===== src/rtl/tcm_dump.sv =====
`default_nettype none
// ============================================================================
// Module  : tcm_dump
// Brief   : Reads a contiguous range of 32-bit TCM words and streams them
//           out LSB-first as bytes over a valid/ready handshake.
// Revision: 1.0 - initial release
// ============================================================================
module tcm_dump #(
    parameter int ADDR_W = 17
) (
    input  logic              clk,
    input  logic              rst_n,
    input  logic              start_i,
    input  logic              abort_i,
    input  logic [ADDR_W-1:0] base_addr_i,
    input  logic [ADDR_W:0]   word_cnt_i,
    output logic              busy_o,
    output logic              done_o,
    output logic              mem_rd_o,
    output logic [ADDR_W-1:0] mem_addr_o,
    input  logic [31:0]       mem_rdata_i,
    output logic              tx_valid_o,
    output logic [7:0]        tx_data_o,
    output logic              tx_last_o,
    input  logic              tx_ready_i
);

    typedef enum logic [2:0] {
        S_IDLE = 3'd0,
        S_READ = 3'd1,
        S_WAIT = 3'd2,
        S_SEND = 3'd3,
        S_DONE = 3'd4
    } state_t;

    state_t            state_q, state_d;
    logic [ADDR_W-1:0] addr_q, addr_d;
    logic [ADDR_W:0]   rem_q, rem_d;
    logic [31:0]       shift_q, shift_d;
    logic [1:0]        idx_q, idx_d;
    logic              busy_q, done_q, rd_q, valid_q, last_q;
    logic              busy_d, done_d, rd_d, valid_d, last_d;

    always_comb begin
        state_d = state_q;
        addr_d  = addr_q;
        rem_d   = rem_q;
        shift_d = shift_q;
        idx_d   = idx_q;

        case (state_q)
            S_IDLE: begin
                if (start_i) begin
                    if (word_cnt_i != '0) begin
                        addr_d  = base_addr_i;
                        rem_d   = word_cnt_i;
                        state_d = S_READ;
                    end else begin
                        state_d = S_DONE;
                    end
                end
            end
            S_READ: state_d = S_WAIT;
            S_WAIT: begin
                shift_d = mem_rdata_i;
                idx_d   = 2'd0;
                state_d = S_SEND;
            end
            S_SEND: begin
                if (tx_ready_i) begin
                    shift_d = {8'h00, shift_q[31:8]};
                    idx_d   = idx_q + 2'd1;
                    if (idx_q == 2'd3) begin
                        rem_d   = rem_q - (ADDR_W+1)'(1);
                        addr_d  = addr_q + ADDR_W'(1);
                        state_d = (rem_q == (ADDR_W+1)'(1)) ? S_DONE : S_READ;
                    end
                end
            end
            S_DONE:  state_d = S_IDLE;
            default: state_d = S_IDLE;
        endcase

        // Abort overrides everything; a byte accepted on the same edge still
        // advances the shift register above, so it counts as delivered.
        if (abort_i && (state_q == S_READ || state_q == S_WAIT || state_q == S_SEND)) begin
            state_d = S_DONE;
        end

        busy_d  = (state_d != S_IDLE);
        done_d  = (state_d == S_DONE);
        rd_d    = (state_d == S_READ);
        valid_d = (state_d == S_SEND);
        last_d  = (state_d == S_SEND) && (rem_d == (ADDR_W+1)'(1)) && (idx_d == 2'd3);
    end

    always_ff @(posedge clk or negedge rst_n) begin
        if (!rst_n) begin
            state_q <= S_IDLE;
            addr_q  <= '0;
            rem_q   <= '0;
            shift_q <= '0;
            idx_q   <= '0;
            busy_q  <= 1'b0;
            done_q  <= 1'b0;
            rd_q    <= 1'b0;
            valid_q <= 1'b0;
            last_q  <= 1'b0;
        end else begin
            state_q <= state_d;
            addr_q  <= addr_d;
            rem_q   <= rem_d;
            shift_q <= shift_d;
            idx_q   <= idx_d;
            busy_q  <= busy_d;
            done_q  <= done_d;
            rd_q    <= rd_d;
            valid_q <= valid_d;
            last_q  <= last_d;
        end
    end

    assign busy_o     = busy_q;
    assign done_o     = done_q;
    assign mem_rd_o   = rd_q;
    assign mem_addr_o = addr_q;
    assign tx_valid_o = valid_q;
    assign tx_data_o  = shift_q[7:0];
    assign tx_last_o  = last_q;

endmodule
`default_nettype wire


===== config.mk =====
export PLATFORM = sky130hd
export DESIGN_NAME = tcm_dump
export DESIGN_NICKNAME = d
export VERILOG_FILES = /design/src/rtl/tcm_dump.sv
export SDC_FILE = /design/constraint.sdc
export NUM_CORES = 1
export LEC_CHECK = 0
export ABC_CLOCK_PERIOD_IN_PS = 3550
export BUFFER_PORTS_ARGS = -buffer_cell sky130_fd_sc_hd__buf_2
export CAP_MARGIN = 20
export CORE_UTILIZATION = 30
export DETAILED_ROUTE_END_ITERATION = 7
export HOLD_SLACK_MARGIN = 0.08
export MAX_ROUTING_LAYER = met4
export PLACE_DENSITY = 0.54
export SKIP_LAST_GASP = 1
export SLEW_MARGIN = 20
export SYNTH_ARGS = -nofsm -noshare
export SYNTH_HDL_FRONTEND = slang
export SYNTH_SLANG_ARGS = --single-unit

===== constraint.sdc =====
create_clock -name clk -period 3.55 [get_ports clk]
set_clock_uncertainty 0.15 [all_clocks]
set_input_delay 0.8875 -clock clk [delete_from_list [all_inputs] [get_ports clk]]
set_output_delay 0.8875 -clock clk [all_outputs]
set_load 0.02 [all_outputs]

### Yosys cells after proc, flatten, opt, wreduce, memory -nomap -nowiden

Cells that the tools add are included.

| storage, ports and cells | value |
|---|---|
| output and inout port bits | 30 |
| register bits after elaboration | 77 |

| operators by class | value |
|---|---|
| muxes and demuxes | 21 |
| equal/unequal tests | 14 |
| add/sub/neg operators | 3 |
| reduce and logical (&&, ||, !) cells | 12 |

Operators by type and width:

| operator | number |
|---|---|
| two-way mux 18 bit | 4 |
| two-way mux 17 bit | 4 |
| one-hot mux 32 bit (2 select lines) | 1 |
| == test 18 x 1 -> 1 bit (second input constant) | 2 |
| one-hot mux 18 bit (2 select lines) | 1 |
| one-hot mux 17 bit (2 select lines) | 1 |
| two-way mux 32 bit | 1 |
| two-way mux 3 bit | 6 |
| nonzero test 18 bit | 1 |
| subtractor 18 x 1 -> 18 bit (second input constant) | 1 |
| adder 17 x 1 -> 17 bit (second input constant) | 1 |
| one-hot mux 3 bit (4 select lines) | 1 |
| == test 3 x 2 -> 1 bit (second input constant) | 3 |
| inequality test 2 bit (second input constant) | 4 |
| == test 3 x 1 -> 1 bit (second input constant) | 2 |
| AND reduction 5 bit | 1 |
| == test 2 bit (second input constant) | 2 |
| one-hot mux 2 bit (2 select lines) | 1 |
| nonzero test 2 bit | 2 |
| == test 3 bit (second input constant) | 1 |
| logical AND 1 bit | 3 |
| logical NOT 3 bit | 1 |
| nonzero test 3 bit | 1 |
| adder 2 x 1 -> 2 bit (second input constant) | 1 |
| 3 further kinds | 4 |

### Logic depth before layout (Yosys ltp)

Gate-level depths: netlist of run 1.

| logic depth | value |
|---|---|
| word-level depth | 9 |
| mapped depth | 9 |
| mapped depth without buffers | 9 |

### Worst setup path before layout of run 1

Ideal clock, no wire load.

| path | value |
|---|---|
| path type | input to register |
| start | in tx_ready_i |
| end | reg last_q (netlist: tx_last_o) |
| setup slack | 0.180 ns |
| arrival time | 3.125 ns |
| required time | 3.304 ns |
| setup time | 0.096 ns |
| stages on the path | 7 |
| cells stage by stage | and4bb_2 nand3_1 o31a_1 a221o_1 or4b_1 or4_1 nor4_2 |

| between the ends | value |
|---|---|
| elaborated cells between the ends (all ways) | 12 |

RTL lines:

| what | RTL line | RTL |
|---|---|---|
| start, declared | 25 | `input logic tx_ready_i` |
| two-way mux 18 bit | 70 | `if (tx_ready_i) begin` |
| one-hot mux 18 bit (2 select lines) | 51 | `case (state_q)` |
| via rem_d[17] | 38 | `logic [ADDR_W:0] rem_q, rem_d;` |
| == test 18 x 1 -> 1 bit | 94 | `last_d = (state_d == S_SEND) && (rem_d == (ADDR_W+1)'(1)) && (idx_d == 2'd3);` |
| logical AND 1 bit (2 in a row) | 94 |  |
| via last_d | 42 | `logic busy_d, done_d, rd_d, valid_d, last_d;` |
| end signal, assigned | 119 | `last_q <= last_d;` |
| end, declared | 41 | `logic busy_q, done_q, rd_q, valid_q, last_q;` |

The timed path passes the listed nets, and every way through them passes these cells.
A chain may end at the register's enable or synchronous reset.

### Worst setup path after layout of run 1

| path | value |
|---|---|
| start | reg rem_q[12] |
| end | reg last_q (netlist: tx_last_o) |

| between the ends | value |
|---|---|
| elaborated cells between the ends (all ways) | 16 |

RTL lines:

| what | RTL line | RTL |
|---|---|---|
| start, declared | 38 |  |
| start signal, assigned | 112 | `rem_q <= rem_d;` |
| subtractor 18 x 1 -> 18 bit | 74 | `rem_d = rem_q - (ADDR_W+1)'(1);` |
| two-way mux 18 bit | 73 | `if (idx_q == 2'd3) begin` |
| two-way mux 18 bit | 70 |  |
| one-hot mux 18 bit (2 select lines) | 51 |  |
| via rem_d[17] | 38 |  |
| == test 18 x 1 -> 1 bit | 94 |  |
| logical AND 1 bit (2 in a row) | 94 |  |
| via last_d | 42 |  |

The timed path passes the listed nets, and every way through them passes these cells.

==> results.md, run 1 <==
- DR vias/cell: 5.31
- H-tree levels: 3
- Maximum clock insertion buffer count: 2
- DP HPWL: 8850 µm
- Die Ht: 120 µm
- Total GRT Usage: 17.8%
- Filler cells: 1407
- Worst-Skew Late Latency: 0.34 ns
- Sink Count: 77
- GRT Residual Overflow: 0
- Hold WC Path Type: register to register
- Hold Path Sink: shift_q[3]
- Relative slew slack: 26.2%
- DR vias: 3913
- Drt drc: 0
- Iteration-0 DRC Markers: 179
- DRT antenna net count: 0
- Hold buffers post-CTS: 0
- Seq cells post-synth: 77
- Post-Synthesis Cells: 454
- RSZ-0062 raised after global routing: no
- Top layer in use: met4
- Vias in the first global route: 3745
- Routed WL: 12000 µm
- Worst r2r src: rem_q[12]
- Minimum clock period: 3.40 ns
- HP Start: shift_q[3]
- Core box area: 0.0135 mm²
- Worst VDD drop: 0.373 mV
- Startpoint Class: register
- Ys Warns: 0
- Num CTS Buffers: 9
- Cell taking the most area after synthesis: dfrtp_1
- Leakage: 2.29 nW
- Initial Util: 31.2%
- EDFF count, synth: 0
- Worst setup path startpoint: rem_q[12]
- Met3 wire len: 709 µm
- Status: finished clean
- Post-synth top flop: dfrtp_1
- Max Slew Vio Count: 0
- Worst setup EP type: register
- Post-Syn Area: 0.00420 mm²
- Slew @ Worst Pin: 1.10 ns
- Most instantiated cells after synthesis: dfrtp_1, nand2_1, o21ai_0
- Most frequent cell after synthesis: dfrtp_1
- Power per Cell Area: 829 mW/mm²
- Die W: 120 µm
- CTS tree: done
- Worst-path clk slew: 0.06 ns
- Final worst path period share: 95.8%
- Ant diodes: 0
- CTS root buf: clkbuf_16
- Area Overhead vs Synth: 25.0%
- Avg Inst Size Synth: 9.25 µm²
- Sum Neg Setup Slack: 0 ns
- Gpl congestion: 0.884
- Pin count of the biggest net entering global routing: 78
- Crit-path max FO: 4
- Antenna violations before repair: 0
- Ranking of synthesized cells by area: dfrtp_1, o21ai_0, nand2_1
- Final Hold Violating Endpoints: 0
- Placed insts: 721
- Setup Buffers After CTS: 0
- Top Ports: 102
- Met1 Wirelength: 5610 µm
- Top cell type's share of synthesized area: 45.9%
- CP arrival: 3.50 ns
- Class of the most critical setup path: register to register
- Asr flop ratio synth: 100%
- Seq/Total Area, Yosys: 45.9%
- RR Endpoint: tx_last_o
- PortBufs: 101
- Drt pass-1 iters: 5
- Max Clk Rate: 294 MHz
- Required time worst endpoint: 3.65 ns
- Reg2reg path depth: 7
- Num rows: 42
- WHS: 0.326 ns
- Hold-critical path depth: 2
- R2r setup slk: 0.15 ns
- Gates resized, CTS repair: 0
- Finish-stage setup viols: 0
- WL/cell: 16.3 µm
- Synthesized net count: 530
- Routed wl met2: 5470 µm
- Share of cells above drive strength 1: 30.3%
- Post-route insts no fill: 737
- Max-Cap Viols: 0
- Total Power: 0.00435 W
- Post-synth cell types: 61
- Die area: 0.0145 mm²
- First-pass GRT wire length: 19400 µm
- Final #Nets: 632
==> registers in the layout (all words and copies together), names as in the netlist <==
signal and count:
shift_q 32, rem_q 18, mem_addr_o 17, state_q 3, idx_q 2, busy_o 1, done_o 1, mem_rd_o 1
tx_last_o 1, tx_valid_o 1
==> kinds of logic (layout without fill, tap and decap cells) <==
group,after synthesis,in the layout,share of synthesized area (%)
buf+inv,38,145,4.20
simple gates,170,170,21.6
mux,25,25,5.96
compound gates,140,140,21.2
flops,77,77,45.9
fa+ha+maj,4,4,1.19
==> cell usage in the layout (no fill, tap or decap), types with 3 or more instances in the layout <==
cell type / synthesis / layout
mux2i_1: 25 / 25
o22ai_1: 4 / 4
or3_1: 5 / 5
dfrtp_1: 77 / 77
clkbuf_16: 0 / 9
nand2_1: 67 / 67
nor2_1: 15 / 15
buf_4: 9 / 23
nand4_1: 3 / 3
nand3_1: 19 / 19
o211ai_1: 4 / 4
a21oi_1: 28 / 27
inv_1: 5 / 5
a22o_1: 10 / 10
and4_1: 3 / 3
nand2b_1: 4 / 4
nor3_1: 8 / 8
o31ai_1: 3 / 3
a31o_2: 4 / 4
a2bb2oi_1: 3 / 3
nor4_1: 12 / 12
o31a_1: 3 / 3
and3_1: 9 / 9
ha_1: 4 / 4
buf_2: 0 / 100
o21ai_0: 58 / 57
==> worst max path at each step <==
stage,to
4_1_cts,tx_last_o
3_3_place_gp,tx_last_o
2_1_floorplan,tx_last_o
5_1_grt,tx_last_o
3_5_place_dp,tx_last_o
6_report,tx_last_o
==> report_power, final <==
| part | total [W] | leakage (nW) | switching, W | internal, W |
|---|---|---|---|---|
| sequential | 0.00162 | 0.957 | 0.000340 | 0.00128 |
| combinational | 0.00186 | 1.20 | 0.00110 | 0.000763 |
| clock | 0.000873 | 0.134 | 0.000391 | 0.000482 |
==> layout make-up <==
cell class | count | area (µm²) | area share, %
inverter | 5 | 18.8 | 0.357
timing repair buffer | 124 | 684 | 13.0
clock buffer | 9 | 225 | 4.29
multi-input combinational | 339 | 2120 | 40.3
clock inverter | 7 | 57.6 | 1.10
sequential | 77 | 1930 | 36.7
tap | 176 | 220 | 4.19
==> metrics by stage <==
step | util, % | cell area, µm² | worst slack [ns]
2_1_floorplan | - | 4200 | 0.180
3_3_place_gp | 36.9 | 4960 | 0.0523
3_5_place_dp | 36.9 | 4960 | 0.0290
4_1_cts | 39.0 | 5250 | 0.142
5_1_grt | 39.0 | 5250 | 0.0182
6_report | 39.0 | 5250 | 0.150
==> layer usage <==
layer  global-route usage (%)  vias to the layer above
li1                         -                     1886
met1                     23.9                     1873
met2                     26.5                      141
met3                     3.68                       13
met4                     6.56                        0
met5                        -                        -
==> critical path: stages, from the launching register on <==
cell and delay [ns]:
dfrtp_1 0.41, or3_4 0.39, or4_4 0.43, o31a_1 0.30, a221o_1 0.34, or4b_1 0.49, or4_1 0.54, nor4_2 0.26
Power figures use the tool's default switching activity.
==> run 2, diff against run 1 <==
- ABC_AREA: default -> 1
- PLACE_DENSITY: 0.54 -> 0.53
==> results.md, run 2 <==
- Status: finished clean
- RSZ-0062 raised after global routing: no
- Hold-critical path depth: 1
- Most instantiated cells after synthesis: nand2_1, nor2_1, dfrtp_1
- Num CTS Buffers: 9
- Power per Cell Area: 896 mW/mm²
- Class of the most critical setup path: input port to register
- Crit path depth: 13
- Filler cells: 1560
- Seq cells post-synth: 77
- CTS tree: done
- Reg2reg path depth: 11
- Avg Inst Size Synth: 7.41 µm²
- Setup Buffers After CTS: 0
- Critical Path Most Common Cell: nor2_1
- WHS: 0.340 ns
- Commonest cells after routing, fill and taps aside: nand2_1, nor2_1, buf_2
- Die Ht: 124 µm
- Worst path top cell family by delay: simple AND/OR/NAND/NOR gates
- Hold WC Path Type: register to register
- Dpl cell area: 0.00504 mm²
- Startpoint Class: input port
- Gpl congestion: 0.878
- First-pass GRT wire length: 20300 µm
- Largest Register: shift_q
- Max-Cap Viols: 0
- Post-synth cell types: 40
- Maximum clock insertion buffer count: 2
- Final #Nets: 762
- Max reg flops: 32
- Leakage: 2.58 nW
- CP Buf/Inv Count: 1
- Ys Warns: 0
- Final worst path period share: 76.4%
- Area of the multi-input gates: 0.00217 mm²
- Total GRT Usage: 17.9%
- PortBufs: 101
- CP cell instances: buf_2 > or2_0 > nor2_1 > nand3_2 > nand2_4 > nand2_4 > nor2_1 > nor2_1 > nor2_1 > nand2_1 > nor2_1 > nand2_1 > nor2_1
- Drt drc: 0
- Finish-stage setup viols: 0
- Pin count of the biggest net entering global routing: 78
- Worst-Skew Late Latency: 0.34 ns
- Num rows: 44
- Ant diodes: 0
- Sum Neg Setup Slack: 0 ns
- Core box area: 0.0145 mm²
- DRT antenna net count: 0
- Max Clk Rate: 369 MHz
- Crit-path max FO: 25
- Die W: 124 µm
- EDFF count, synth: 0
- Area Overhead vs Synth: 21.0%
- Relative slew slack: 51.1%
- Most frequent cell after synthesis: nand2_1
- Max Slew Vio Count: 0
- DR vias: 4378
- Slew @ Worst Pin: 0.733 ns
- Routed WL: 12400 µm
- Antenna violations before repair: 0
- Initial Util: 30.7%
- DP HPWL: 8810 µm
- Seq/Total Area, Yosys: 43.2%
- Sink Count: 77
- Top Ports: 102
- Ranking of synthesized cells by area: dfrtp_1, nand2_1, nor2_1
- Slowest CP cell: nand3_2
- Final Hold Violating Endpoints: 0
- Synthesized net count: 677
- Vias in the first global route: 4166
- Share of cells above drive strength 1: 20.3%
- GRT Residual Overflow: 0
- Die area: 0.0153 mm²
- CP arrival: 2.83 ns
- Hold buffers post-CTS: 0
- Top cell type's share of synthesized area: 43.2%
- Layout Cell Area excl Fill: 0.00539 mm²
- DR vias/cell: 5.01
- Worst setup EP type: register
- Required time worst endpoint: 3.67 ns
- Most common cell after layout, fill and taps aside: nand2_1
- Post-synth top flop: dfrtp_1
- WL/cell: 14.2 µm
- Asr flop ratio synth: 100%
- Sequential cell area: 0.00193 mm²
- CTS root buf: clkbuf_16
- Total Power: 0.00483 W
- Minimum clock period: 2.71 ns
- Post-Synthesis Cells: 601
- Drt pass-1 iters: 5
- H-tree levels: 3
- Gates resized, CTS repair: 0
- Iteration-0 DRC Markers: 319
- Worst-path clk slew: 0.06 ns
- Worst VDD drop: 0.273 mV
- Post-Syn Area: 0.00446 mm²
- Cell taking the most area after synthesis: dfrtp_1
- Crit-path max cell delay: 0.29 ns
## run 2: cell count changes after synthesis, sizes merged, moves of 24 or more
cell   change
mux2i     -24
o21ai     -30
nor2      +89
nand2     +84
a31oi     +25
nand3     +40
inv       +40
## run 2: report_power, final
group / switching [W] / internal (W) / leakage, nW
clock network: 0.000376 / 0.000705 / 0.165
logic: 0.00138 / 0.000715 / 1.50
registers: 0.000364 / 0.00129 / 0.913
total: 0.00212 / 0.00271 / 2.58
## run 2: layer usage
metal / track usage (%) / share of wire, % / wire (µm)
met5: - / 0 / 0
met4: 6.55 / 1.7 / 208
met3: 3.30 / 5.7 / 705
met2: 27.6 / 45 / 5610
met1: 23.3 / 48 / 5910
## run 2: logic make-up after synthesis
kind of cell | Yosys count | share of synthesized area, %
AOI/OAI and AO/OA | 96 | 13.1
xor gates and xnor gates | 5 | 0.983
adders and majority gates | 4 | 1.12
buffers and inverters | 77 | 7.98
DFF | 77 | 43.2
muxes | 1 | 0.225
and+or+nand+nor | 341 | 33.3
## run 2: path summary, 6_finish.rpt
| check | from | to | slack, ns |
|---|---|---|---|
| setup / recovery | word_cnt_i[0] | tx_last_o | 0.84 |
| hold / removal | shift_q[26] | shift_q[26] | 0.34 |
| setup reg to reg | state_q[0] | tx_last_o | 1.14 |
| hold reg to reg | shift_q[26] | shift_q[26] | 0.34 |
| max in group asynchronous | rst_n | shift_q[31] | 2.30 |
| min in group asynchronous | rst_n | mem_addr_o[2] | 0.42 |
## run 2: cell type report
class / instances / area share, %
Clock inverter: 5 / 1.97
Timing Repair Buffer: 105 / 10.0
Multi-Input combinational cell: 447 / 40.3
Sequential cell: 77 / 35.7
Clock buffer: 10 / 4.43
Inverter: 46 / 3.23
Tap cell: 184 / 4.27
## run 2: per-stage QoR
step	worst slack (ns)	util [%]	instances
after floorplan	1.18	-	601
after detailed placement	0.484	34.7	859
after global routing	0.631	37.1	874
after CTS	0.810	37.1	874
final	0.838	37.1	874
after global placement	0.486	34.7	859
## run 2: worst register-to-register path, stage by stage (launching register included)
cell,delay [ns]
dfrtp_1,0.50
nand3_4,0.27
inv_2,0.41
nand2_1,0.21
nand2_4,0.29
nor2_1,0.07
nor2_1,0.12
nor2_1,0.06
nand2_1,0.07
nor2_1,0.07
nand2_1,0.07
nor2_1,0.04
